==> config.mk <==
export PLATFORM = sky130hd
export DESIGN_NAME = axi_read_arbiter_flat
export DESIGN_NICKNAME = d
export VERILOG_FILES = /design/src/rtl/axi_read_arbiter_pkg.sv /design/src/rtl/axi_read_arbiter_if.sv /design/src/rtl/axi_read_arbiter.sv /design/src/flat_wrapper.sv
export SDC_FILE = /design/constraint.sdc
export NUM_CORES = 1
export LEC_CHECK = 0
export BUFFER_PORTS_ARGS = -buffer_cell sky130_fd_sc_hd__buf_2
export CORE_AREA = 2 2 182 184
export CTS_BUF_LIST = sky130_fd_sc_hd__clkbuf_4 sky130_fd_sc_hd__clkbuf_8
export DETAILED_ROUTE_END_ITERATION = 12
export DIE_AREA = 0 0 184 186
export PLACE_DENSITY = 0.36
export RECOVER_POWER = 100
export SLEW_MARGIN = 10
export SYNTH_ARGS = -nofsm -noshare
export SYNTH_HDL_FRONTEND = slang
export SYNTH_SLANG_ARGS = --single-unit
export TNS_END_PERCENT = 30
==> constraint.sdc <==
create_clock -name clk -period 2.2 [get_ports clk]
set_clock_uncertainty 0.1 [all_clocks]
set_input_delay 0.11 -clock clk [delete_from_list [all_inputs] [get_ports clk]]
set_output_delay 0.11 -clock clk [all_outputs]
set_load 0.02 [all_outputs]
==> src/rtl/axi_read_arbiter_pkg.sv <==
// axi_read_arbiter_pkg: shared widths, grant and arbiter state types for the read arbiter.
package axi_read_arbiter_pkg;
  localparam int ADDR_W = 32;
  localparam int DATA_W = 32;
  typedef enum logic [1:0] {ARB_IDLE = 2'd0, ARB_ADDR = 2'd1, ARB_DATA = 2'd2} arb_state_e;
  typedef enum logic {GRANT_M0 = 1'b0, GRANT_M1 = 1'b1} grant_e;
endpackage

==> src/rtl/axi_read_arbiter_if.sv <==
// axi_read_arbiter_if: reduced AXI bus (AR/R read, AW/W/B write) with master/slave views.
interface axi_interface;
  import axi_read_arbiter_pkg::*;
  logic [ADDR_W-1:0] araddr;
  logic [7:0]        arlen;
  logic              arvalid;
  logic              arready;
  logic [DATA_W-1:0] rdata;
  logic              rvalid;
  logic              rready;
  logic [ADDR_W-1:0] awaddr;
  logic [7:0]        awlen;
  logic              awvalid;
  logic              awready;
  logic [DATA_W-1:0] wdata;
  logic              wlast;
  logic              wvalid;
  logic              wready;
  logic [1:0]        bresp;
  logic              bvalid;
  logic              bready;
  modport master (
    output araddr, arlen, arvalid, rready, awaddr, awlen, awvalid, wdata, wlast, wvalid, bready,
    input  arready, rdata, rvalid, awready, wready, bresp, bvalid
  );
  modport slave (
    input  araddr, arlen, arvalid, rready, awaddr, awlen, awvalid, wdata, wlast, wvalid, bready,
    output arready, rdata, rvalid, awready, wready, bresp, bvalid
  );
endinterface

==> src/rtl/axi_read_arbiter.sv <==
// axi_read_arbiter: two-master single-burst AXI read arbiter, m1 priority with m0 anti-starvation.
module axi_read_arbiter
  import axi_read_arbiter_pkg::*;
#(
  parameter int unsigned STARVE_LIMIT = 4
) (
  input  logic         clk,
  input  logic         reset,
  axi_interface.slave  axi_bus_m0,
  axi_interface.slave  axi_bus_m1,
  axi_interface.master axi_bus_s
);
  localparam int SW = $clog2(STARVE_LIMIT + 2);
  localparam logic [SW-1:0] LIMIT = SW'(STARVE_LIMIT);
  arb_state_e    state_q, state_d;
  grant_e        grant_q, grant_d;
  logic [SW-1:0] starve_q, starve_d;
  logic [7:0]    beat_q, beat_d, len_q, len_d;
  logic          m1_sel, in_addr, in_data, ar_hs, r_hs, last_beat, pick_m0;
  assign m1_sel    = grant_q == GRANT_M1;
  assign in_addr   = state_q == ARB_ADDR;
  assign in_data   = state_q == ARB_DATA;
  assign ar_hs     = axi_bus_s.arvalid && axi_bus_s.arready;
  assign r_hs      = axi_bus_s.rvalid && axi_bus_s.rready;
  assign last_beat = beat_q == len_q;
  assign pick_m0   = axi_bus_m0.arvalid && (!axi_bus_m1.arvalid || starve_q == LIMIT);
  always_comb begin
    state_d  = state_q;
    grant_d  = grant_q;
    starve_d = starve_q;
    beat_d   = beat_q;
    len_d    = len_q;
    case (state_q)
      ARB_IDLE: begin
        starve_d = (!axi_bus_m0.arvalid || pick_m0) ? '0 : starve_q + 1'b1;
        if (axi_bus_m0.arvalid || axi_bus_m1.arvalid) begin
          grant_d = pick_m0 ? GRANT_M0 : GRANT_M1;
          len_d   = pick_m0 ? axi_bus_m0.arlen : axi_bus_m1.arlen;
          state_d = ARB_ADDR;
        end
      end
      ARB_ADDR: state_d = ar_hs ? ARB_DATA : ARB_ADDR;
      ARB_DATA: begin
        beat_d  = r_hs ? (last_beat ? '0 : beat_q + 1'b1) : beat_q;
        state_d = (r_hs && last_beat) ? ARB_IDLE : ARB_DATA;
      end
      default: state_d = ARB_IDLE;
    endcase
  end
  always_ff @(posedge clk or posedge reset) begin
    if (reset) begin
      state_q  <= ARB_IDLE;
      grant_q  <= GRANT_M0;
      starve_q <= '0;
      beat_q   <= '0;
      len_q    <= '0;
    end else begin
      state_q  <= state_d;
      grant_q  <= grant_d;
      starve_q <= starve_d;
      beat_q   <= beat_d;
      len_q    <= len_d;
    end
  end
  assign axi_bus_s.araddr    = m1_sel ? axi_bus_m1.araddr : axi_bus_m0.araddr;
  assign axi_bus_s.arlen     = m1_sel ? axi_bus_m1.arlen : axi_bus_m0.arlen;
  assign axi_bus_s.arvalid   = in_addr && (m1_sel ? axi_bus_m1.arvalid : axi_bus_m0.arvalid);
  assign axi_bus_m0.arready  = in_addr && !m1_sel && axi_bus_s.arready;
  assign axi_bus_m1.arready  = in_addr && m1_sel && axi_bus_s.arready;
  assign axi_bus_m0.rdata    = m1_sel ? '0 : axi_bus_s.rdata;
  assign axi_bus_m1.rdata    = m1_sel ? axi_bus_s.rdata : '0;
  assign axi_bus_m0.rvalid   = in_data && !m1_sel && axi_bus_s.rvalid;
  assign axi_bus_m1.rvalid   = in_data && m1_sel && axi_bus_s.rvalid;
  assign axi_bus_s.rready    = in_data && (m1_sel ? axi_bus_m1.rready : axi_bus_m0.rready);
  // Only the CPU writes; the display DMA write side is held permanently not-ready.
  assign axi_bus_s.awaddr    = axi_bus_m0.awaddr;
  assign axi_bus_s.awlen     = axi_bus_m0.awlen;
  assign axi_bus_s.awvalid   = axi_bus_m0.awvalid;
  assign axi_bus_s.wdata     = axi_bus_m0.wdata;
  assign axi_bus_s.wlast     = axi_bus_m0.wlast;
  assign axi_bus_s.wvalid    = axi_bus_m0.wvalid;
  assign axi_bus_s.bready    = axi_bus_m0.bready;
  assign axi_bus_m0.awready  = axi_bus_s.awready;
  assign axi_bus_m0.wready   = axi_bus_s.wready;
  assign axi_bus_m0.bresp    = axi_bus_s.bresp;
  assign axi_bus_m0.bvalid   = axi_bus_s.bvalid;
  assign axi_bus_m1.awready  = 1'b0;
  assign axi_bus_m1.wready   = 1'b0;
  assign axi_bus_m1.bresp    = 2'b00;
  assign axi_bus_m1.bvalid   = 1'b0;
endmodule

==> src/flat_wrapper.sv <==
// flat-port wrapper written by rule: the top's interface ports become plain ports
module axi_read_arbiter_flat import axi_read_arbiter_pkg::*;
#(
  parameter int unsigned STARVE_LIMIT = 4
)
  (clk, reset, axi_bus_m0_araddr, axi_bus_m0_arlen, axi_bus_m0_arvalid, axi_bus_m0_rready, axi_bus_m0_awaddr, axi_bus_m0_awlen, axi_bus_m0_awvalid, axi_bus_m0_wdata, axi_bus_m0_wlast, axi_bus_m0_wvalid, axi_bus_m0_bready, axi_bus_m0_arready, axi_bus_m0_rdata, axi_bus_m0_rvalid, axi_bus_m0_awready, axi_bus_m0_wready, axi_bus_m0_bresp, axi_bus_m0_bvalid, axi_bus_m1_araddr, axi_bus_m1_arlen, axi_bus_m1_arvalid, axi_bus_m1_rready, axi_bus_m1_awaddr, axi_bus_m1_awlen, axi_bus_m1_awvalid, axi_bus_m1_wdata, axi_bus_m1_wlast, axi_bus_m1_wvalid, axi_bus_m1_bready, axi_bus_m1_arready, axi_bus_m1_rdata, axi_bus_m1_rvalid, axi_bus_m1_awready, axi_bus_m1_wready, axi_bus_m1_bresp, axi_bus_m1_bvalid, axi_bus_s_araddr, axi_bus_s_arlen, axi_bus_s_arvalid, axi_bus_s_rready, axi_bus_s_awaddr, axi_bus_s_awlen, axi_bus_s_awvalid, axi_bus_s_wdata, axi_bus_s_wlast, axi_bus_s_wvalid, axi_bus_s_bready, axi_bus_s_arready, axi_bus_s_rdata, axi_bus_s_rvalid, axi_bus_s_awready, axi_bus_s_wready, axi_bus_s_bresp, axi_bus_s_bvalid);
  axi_interface axi_bus_m0_i ();
  axi_interface axi_bus_m1_i ();
  axi_interface axi_bus_s_i ();
  input  logic clk;
  input  logic reset;
  input wire logic [$bits(axi_bus_m0_i.araddr)-1:0] axi_bus_m0_araddr;
  input wire logic [$bits(axi_bus_m0_i.arlen)-1:0] axi_bus_m0_arlen;
  input wire logic [$bits(axi_bus_m0_i.arvalid)-1:0] axi_bus_m0_arvalid;
  input wire logic [$bits(axi_bus_m0_i.rready)-1:0] axi_bus_m0_rready;
  input wire logic [$bits(axi_bus_m0_i.awaddr)-1:0] axi_bus_m0_awaddr;
  input wire logic [$bits(axi_bus_m0_i.awlen)-1:0] axi_bus_m0_awlen;
  input wire logic [$bits(axi_bus_m0_i.awvalid)-1:0] axi_bus_m0_awvalid;
  input wire logic [$bits(axi_bus_m0_i.wdata)-1:0] axi_bus_m0_wdata;
  input wire logic [$bits(axi_bus_m0_i.wlast)-1:0] axi_bus_m0_wlast;
  input wire logic [$bits(axi_bus_m0_i.wvalid)-1:0] axi_bus_m0_wvalid;
  input wire logic [$bits(axi_bus_m0_i.bready)-1:0] axi_bus_m0_bready;
  output wire logic [$bits(axi_bus_m0_i.arready)-1:0] axi_bus_m0_arready;
  output wire logic [$bits(axi_bus_m0_i.rdata)-1:0] axi_bus_m0_rdata;
  output wire logic [$bits(axi_bus_m0_i.rvalid)-1:0] axi_bus_m0_rvalid;
  output wire logic [$bits(axi_bus_m0_i.awready)-1:0] axi_bus_m0_awready;
  output wire logic [$bits(axi_bus_m0_i.wready)-1:0] axi_bus_m0_wready;
  output wire logic [$bits(axi_bus_m0_i.bresp)-1:0] axi_bus_m0_bresp;
  output wire logic [$bits(axi_bus_m0_i.bvalid)-1:0] axi_bus_m0_bvalid;
  input wire logic [$bits(axi_bus_m1_i.araddr)-1:0] axi_bus_m1_araddr;
  input wire logic [$bits(axi_bus_m1_i.arlen)-1:0] axi_bus_m1_arlen;
  input wire logic [$bits(axi_bus_m1_i.arvalid)-1:0] axi_bus_m1_arvalid;
  input wire logic [$bits(axi_bus_m1_i.rready)-1:0] axi_bus_m1_rready;
  input wire logic [$bits(axi_bus_m1_i.awaddr)-1:0] axi_bus_m1_awaddr;
  input wire logic [$bits(axi_bus_m1_i.awlen)-1:0] axi_bus_m1_awlen;
  input wire logic [$bits(axi_bus_m1_i.awvalid)-1:0] axi_bus_m1_awvalid;
  input wire logic [$bits(axi_bus_m1_i.wdata)-1:0] axi_bus_m1_wdata;
  input wire logic [$bits(axi_bus_m1_i.wlast)-1:0] axi_bus_m1_wlast;
  input wire logic [$bits(axi_bus_m1_i.wvalid)-1:0] axi_bus_m1_wvalid;
  input wire logic [$bits(axi_bus_m1_i.bready)-1:0] axi_bus_m1_bready;
  output wire logic [$bits(axi_bus_m1_i.arready)-1:0] axi_bus_m1_arready;
  output wire logic [$bits(axi_bus_m1_i.rdata)-1:0] axi_bus_m1_rdata;
  output wire logic [$bits(axi_bus_m1_i.rvalid)-1:0] axi_bus_m1_rvalid;
  output wire logic [$bits(axi_bus_m1_i.awready)-1:0] axi_bus_m1_awready;
  output wire logic [$bits(axi_bus_m1_i.wready)-1:0] axi_bus_m1_wready;
  output wire logic [$bits(axi_bus_m1_i.bresp)-1:0] axi_bus_m1_bresp;
  output wire logic [$bits(axi_bus_m1_i.bvalid)-1:0] axi_bus_m1_bvalid;
  output wire logic [$bits(axi_bus_s_i.araddr)-1:0] axi_bus_s_araddr;
  output wire logic [$bits(axi_bus_s_i.arlen)-1:0] axi_bus_s_arlen;
  output wire logic [$bits(axi_bus_s_i.arvalid)-1:0] axi_bus_s_arvalid;
  output wire logic [$bits(axi_bus_s_i.rready)-1:0] axi_bus_s_rready;
  output wire logic [$bits(axi_bus_s_i.awaddr)-1:0] axi_bus_s_awaddr;
  output wire logic [$bits(axi_bus_s_i.awlen)-1:0] axi_bus_s_awlen;
  output wire logic [$bits(axi_bus_s_i.awvalid)-1:0] axi_bus_s_awvalid;
  output wire logic [$bits(axi_bus_s_i.wdata)-1:0] axi_bus_s_wdata;
  output wire logic [$bits(axi_bus_s_i.wlast)-1:0] axi_bus_s_wlast;
  output wire logic [$bits(axi_bus_s_i.wvalid)-1:0] axi_bus_s_wvalid;
  output wire logic [$bits(axi_bus_s_i.bready)-1:0] axi_bus_s_bready;
  input wire logic [$bits(axi_bus_s_i.arready)-1:0] axi_bus_s_arready;
  input wire logic [$bits(axi_bus_s_i.rdata)-1:0] axi_bus_s_rdata;
  input wire logic [$bits(axi_bus_s_i.rvalid)-1:0] axi_bus_s_rvalid;
  input wire logic [$bits(axi_bus_s_i.awready)-1:0] axi_bus_s_awready;
  input wire logic [$bits(axi_bus_s_i.wready)-1:0] axi_bus_s_wready;
  input wire logic [$bits(axi_bus_s_i.bresp)-1:0] axi_bus_s_bresp;
  input wire logic [$bits(axi_bus_s_i.bvalid)-1:0] axi_bus_s_bvalid;
  assign axi_bus_m0_i.araddr = axi_bus_m0_araddr;
  assign axi_bus_m0_i.arlen = axi_bus_m0_arlen;
  assign axi_bus_m0_i.arvalid = axi_bus_m0_arvalid;
  assign axi_bus_m0_i.rready = axi_bus_m0_rready;
  assign axi_bus_m0_i.awaddr = axi_bus_m0_awaddr;
  assign axi_bus_m0_i.awlen = axi_bus_m0_awlen;
  assign axi_bus_m0_i.awvalid = axi_bus_m0_awvalid;
  assign axi_bus_m0_i.wdata = axi_bus_m0_wdata;
  assign axi_bus_m0_i.wlast = axi_bus_m0_wlast;
  assign axi_bus_m0_i.wvalid = axi_bus_m0_wvalid;
  assign axi_bus_m0_i.bready = axi_bus_m0_bready;
  assign axi_bus_m0_arready = axi_bus_m0_i.arready;
  assign axi_bus_m0_rdata = axi_bus_m0_i.rdata;
  assign axi_bus_m0_rvalid = axi_bus_m0_i.rvalid;
  assign axi_bus_m0_awready = axi_bus_m0_i.awready;
  assign axi_bus_m0_wready = axi_bus_m0_i.wready;
  assign axi_bus_m0_bresp = axi_bus_m0_i.bresp;
  assign axi_bus_m0_bvalid = axi_bus_m0_i.bvalid;
  assign axi_bus_m1_i.araddr = axi_bus_m1_araddr;
  assign axi_bus_m1_i.arlen = axi_bus_m1_arlen;
  assign axi_bus_m1_i.arvalid = axi_bus_m1_arvalid;
  assign axi_bus_m1_i.rready = axi_bus_m1_rready;
  assign axi_bus_m1_i.awaddr = axi_bus_m1_awaddr;
  assign axi_bus_m1_i.awlen = axi_bus_m1_awlen;
  assign axi_bus_m1_i.awvalid = axi_bus_m1_awvalid;
  assign axi_bus_m1_i.wdata = axi_bus_m1_wdata;
  assign axi_bus_m1_i.wlast = axi_bus_m1_wlast;
  assign axi_bus_m1_i.wvalid = axi_bus_m1_wvalid;
  assign axi_bus_m1_i.bready = axi_bus_m1_bready;
  assign axi_bus_m1_arready = axi_bus_m1_i.arready;
  assign axi_bus_m1_rdata = axi_bus_m1_i.rdata;
  assign axi_bus_m1_rvalid = axi_bus_m1_i.rvalid;
  assign axi_bus_m1_awready = axi_bus_m1_i.awready;
  assign axi_bus_m1_wready = axi_bus_m1_i.wready;
  assign axi_bus_m1_bresp = axi_bus_m1_i.bresp;
  assign axi_bus_m1_bvalid = axi_bus_m1_i.bvalid;
  assign axi_bus_s_araddr = axi_bus_s_i.araddr;
  assign axi_bus_s_arlen = axi_bus_s_i.arlen;
  assign axi_bus_s_arvalid = axi_bus_s_i.arvalid;
  assign axi_bus_s_rready = axi_bus_s_i.rready;
  assign axi_bus_s_awaddr = axi_bus_s_i.awaddr;
  assign axi_bus_s_awlen = axi_bus_s_i.awlen;
  assign axi_bus_s_awvalid = axi_bus_s_i.awvalid;
  assign axi_bus_s_wdata = axi_bus_s_i.wdata;
  assign axi_bus_s_wlast = axi_bus_s_i.wlast;
  assign axi_bus_s_wvalid = axi_bus_s_i.wvalid;
  assign axi_bus_s_bready = axi_bus_s_i.bready;
  assign axi_bus_s_i.arready = axi_bus_s_arready;
  assign axi_bus_s_i.rdata = axi_bus_s_rdata;
  assign axi_bus_s_i.rvalid = axi_bus_s_rvalid;
  assign axi_bus_s_i.awready = axi_bus_s_awready;
  assign axi_bus_s_i.wready = axi_bus_s_wready;
  assign axi_bus_s_i.bresp = axi_bus_s_bresp;
  assign axi_bus_s_i.bvalid = axi_bus_s_bvalid;
  axi_read_arbiter #(.STARVE_LIMIT(STARVE_LIMIT)) u_core (.clk(clk), .reset(reset), .axi_bus_m0(axi_bus_m0_i), .axi_bus_m1(axi_bus_m1_i), .axi_bus_s(axi_bus_s_i));
endmodule
# After elaboration in Yosys (flattened, before gate mapping)
# Index checks and enable logic that the tools add are counted.
[totals]
reg_bits = 22
inputBits = 277
output_inout_bits = 196
[op_classes]
n_addsub = 2
n_eq_ne = 5
n_mux = 14
reduce_logical = 23
[ops]
columns = ["op", "n"]
rows = [
  ["$mux W32", 3],
  ["$mux W8", 3],
  ["$logic_and A1 B1 Y1", 14],
  ["$add A8 B1 Y8 const B", 1],
  ["$eq A8 B8 Y1", 1],
  ["$mux W2", 3],
  ["$pmux W2 S3", 1],
  ["$reduce_and A2 Y1", 2],
  ["$add A3 B1 Y3 const B", 1],
  ["$eq A3 B3 Y1 const B", 1],
  ["$logic_not A1 Y1", 3],
  ["$logic_or A1 B1 Y1", 3],
  ["$mux W1", 3],
  ["$mux W3", 1],
  ["$eq A2 B1 Y1 const B", 1],
  ["$eq A2 B2 Y1 const B", 1],
  ["$logic_not A2 Y1", 1],
  ["$ne A2 B1 Y1 const B", 1],
]

# Logic depth before layout (Yosys ltp)
[logic_depth]
ltp_word = 6
ltp_mapped = 7

# Worst setup path after synthesis
# Ideal clock, no wire load.
[synth_timing]
path_kind = "reg2out"
from = "register u_core.grant_q"
to = "output port axi_bus_m0_arready"
t_arrival_ns = 1.421
path_slack_ns = 0.569
path_stages_with_launch = 5
n_path_buf = 3
cell_sequence = "dfrtp_1 buf_4 clkbuf_1 clkbuf_1 nor3_1"
[synth_between]
elab_chain_cells = 3
[synth_rtl]
columns = ["element", "line", "rtl"]
rows = [
  ["from (decl)", "axi_read_arbiter.sv:16", "grant_e grant_q, grant_d;"],
  ["from (signal assigned)", "axi_read_arbiter.sv:59", "grant_q <= grant_d;"],
  ["$logic_not A1 Y1", "axi_read_arbiter.sv:68", "assign axi_bus_m0.arready = in_addr && !m1_sel && axi_bus_s.arready;"],
  ["$logic_and A1 B1 Y1 (2 in a row)", "axi_read_arbiter.sv:68", ""],
  ["to (decl)", "flat_wrapper.sv:23", "output wire logic [$bits(axi_bus_m0_i.arready)-1:0] axi_bus_m0_arready;"],
]
# No other way between the ends.

# Worst setup path in the final report
[layout_timing]
from = "register u_core.grant_q"
to = "output port axi_bus_s_araddr[3]"
[layout_between]
elab_chain_cells = 1
[layout_rtl]
columns = ["element", "line", "rtl"]
rows = [
  ["$mux W32", "axi_read_arbiter.sv:65", "assign axi_bus_s.araddr = m1_sel ? axi_bus_m1.araddr : axi_bus_m0.araddr;"],
  ["to (decl)", "flat_wrapper.sv:48", "output wire logic [$bits(axi_bus_s_i.araddr)-1:0] axi_bus_s_araddr;"],
]
# No other way between the ends.

==> metrics.md <==
| Metric | Value |
|---|---|
| Hold crit path type | primary input to register |
| Simple-gate share of the synthesized area | 0.241 |
| Worst endpoint data arrival time | ~1.8 ns |
| IO Pins | around 470 |
| Post-route antenna net violation count | 0 |
| Primary FF master, synth | dfrtp_1 |
| Global-route wire length before repair | roughly 13000 um |
| Antenna violations before repair | 3 |
| Yosys top cell by area | buf_4 |
| Count of final setup violators | 0 |
| Area of the die | 34200 um^2 |
| DRT Wirelength | between 9000 and 10000 um |
| Sequential area share after synthesis | 0.195 |
| Kind of critical path | register to output pin |
| Worst setup EP type | output pin |
| Status | finished clean |
| Final Max Tran Viols | 0 |
| VDD IR max | between 0.4 and 0.5 mV |
| Die width | roughly 180 um |
| Vias in the first global route | roughly 2300 |
| Clk sink count | 22 |
| Reg2reg setup slack | between 0.2 and 0.3 ns |
| Final Net Count | ~760 |
| Core Area | about 32000 um^2 |
| Layout filler cell count | roughly 3800 |
| Area of the mapped netlist | between 2000 and 3000 um^2 |
| # DRC | 0 |
| Minimum clock period | around 2.0 ns |
| Largest net degree at the start of global routing | between 100 and 150 |
| Die Y-Extent | 186 um |
| PortBufs | around 230 |
| Max_cap viols | 0 |
| RePlAce Congestion | 0.682 |
| Root Buffer | clkbuf_8 |
| Leakage dissipation | between 1.5 and 2 nW |
| Hold Violations, Final | 0 |
| Yosys warning count | 0 |
| CTS tree | built |
| RSZ-0062 raised after global routing | false |
| H-tree level count | 1 |
| Worst-skew pair later-pin latency | 0.26 ns |
| Fmax | ~500 MHz |
| Via count | around 2600 |
| Yosys top cell area share | 0.231 |
| Flops & latches, synth | 22 |
| Syn avg cell area | roughly 8.4 um^2 |
| Number of synthesized flops with an enable pin | 0 |
| Wirelength per Cell | ~11 um |
| CP Launch Type | register |
| TritonRoute pass-1 iters | 4 |
| Most frequent cell after synthesis | buf_4 |
| Post-synth ARST share | 1.00 |
| Mux cell area share after synthesis | 0.210 |
| Placed cell areas | 3830 um^2 |
| TNS Setup | 0 ns |
| Power per cell area | 963 nW/um^2 |
| Commonest cells post-synth | 87 x buf_4, 40 x mux2_2, 32 x and2_1, 32 x nor2b_1, 22 x dfrtp_1 |
| CTS max path bufs | 2 |
| Yosys cell types | 35 |
| Synth-to-Final Area Change | 32.5% |
| Util after Layout | 0.116 |
| Grt ovf | 0 |
| Diodes inserted | 0 |
| Post-detail-place hpwl | around 8400 um |
| Synth Area in XOR/XNOR | 0.0341 |
| Final worst path period share | 0.920 |
| Crit path required time | just under 2 ns |
| GRT Overall Usage | 0.0503 |
| Starting density of the core | 0.0877 |
| CTS buffer count | 3 |
| Synth Instances | 336 |
| Final instance area | 3740 um^2 |
| CTS clock-pin slew for the worst setup and hold paths | about 0.080 ns |
| Largest family of logic cells by synthesized area | buffers and inverters |
| Vias per cell | around 3.0 |
| Actual slew at the worst max-slew pin | between 0.9 and 1 ns |
| Row cnt | 66 |
| Synth area leaders | buf_4 23%, dfrtp_1 19%, mux2_2 16%, and2_1 7.1%, nor2b_1 7.1% |
| Layout cell share with drive strength beyond 1 | 0.372 |
| Max Fanout on Critical Path | 108 |
| Compound-Gate Fraction of Synth Area | 0.0456 |
| Detailed Route Iter0 Violations | around 80 |
| Post_cts resized | 0 |
| Post-Synth Adder-Cell Area | 0.0133 |
| Slew HR | 0.361 |
layout by cell type (no fill, tap or decap), types with 2 or more instances in the layout:
cell / synthesis / routed
buf_2: 5 / 128
clkbuf_1: 10 / 102
mux2_2: 40 / 37
nor2b_1: 32 / 32
and2_1: 32 / 28
dfrtp_1: 22 / 21
nand2_1: 15 / 15
o21ai_0: 15 / 15
nor2_1: 14 / 14
mux2i_1: 12 / 13
xnor2_1: 11 / 11
nand4_1: 5 / 5
inv_1: 5 / 5
conb_1: 1 / 5
and2_0: 0 / 4
nor3_1: 4 / 4
clkbuf_8: 0 / 4
mux2_1: 0 / 3
nand3_1: 3 / 3
ha_1: 3 / 3
nor4b_2: 2 / 2
o21ai_1: 2 / 2
nand2b_1: 2 / 2
buf_4: 87 / 2
what timing repair did:
item | 4_1_cts | 5_1_grt
hold buffers | 1 | 0
setup buffers | 0 | 0
hold endpoints to repair | 5 | 0
path summary, 6_finish.rpt:
check | end | from | cells after the start
worst max-delay path | axi_bus_s_araddr[3] | u_core.grant_q | 3
worst min-delay path | u_core.len_q[6] | axi_bus_m0_arlen[6] | 3
worst max register to register | u_core.beat_q[4] | u_core.grant_q | 4
worst min register to register | u_core.starve_q[2] | u_core.starve_q[2] | 1
max in group asynchronous | u_core.grant_q | reset | 4
min in group asynchronous | u_core.beat_q[3] | reset | 3
worst max-delay path: stages, from the launching register on:
cell,delay [ns]
dfrtp_4,0.51
buf_12,0.18
mux2_1,0.49
buf_2,0.18
area by class of cell:
type | count | area [um^2] | area share
sequential | 22 | 554 | 0.148
tap | 408 | 510 | 0.136
multi-input combinational | 211 | 1540 | 0.410
timing repair buffer | 234 | 1070 | 0.286
inverter | 5 | 18.8 | 0.00502
clock buffer | 4 | 55.1 | 0.0147
stage by stage:
stage | hold WS [ns] | worst slack (ns) | cells | power (mW)
5_1_grt | 0.0810 | 0.0829 | 884 | 3.91
4_1_cts | 0.0469 | 0.146 | 884 | 3.84
3_5_place_dp | -0.0374 | 0.450 | 879 | 3.53
3_3_place_gp | -0.0313 | 0.438 | 879 | 3.53
6_report | 0.0473 | 0.176 | 884 | 3.60
2_1_floorplan | -0.000774 | 0.569 | 340 | 2.81
registers in the layout, summed over array words and instances (netlist names):
name / count
u_core.beat_q: 8
u_core.state_q: 2
u_core.starve_q: 3
u_core.len_q: 8
u_core.grant_q: 1
kinds of logic (layout without fill, tap and decap cells):
logic type	count (synthesis)	count (layout)
simple gates	116	116
buf+inv	107	243
mux	53	53
compound gates	23	23
flops	22	22
xor+xnor	11	11
fa+ha+maj	3	3
other cells	1	5
report_power, final:
group,leakage [nW],switching (mW),internal [mW]
clock network,0.0288,0.131,0.160
registers,0.284,0.125,0.542
logic,1.23,1.72,0.931
per-layer routing:
metal  up-vias  track usage  part of all wire
met2       151       0.0818              0.46
li1       1294            -                 -
met5         -            0            0.0032
met1      1150       0.0605              0.41
met3        40       0.0170             0.098
met4         4       0.0211             0.032
(Power assumes the default switching activity.)
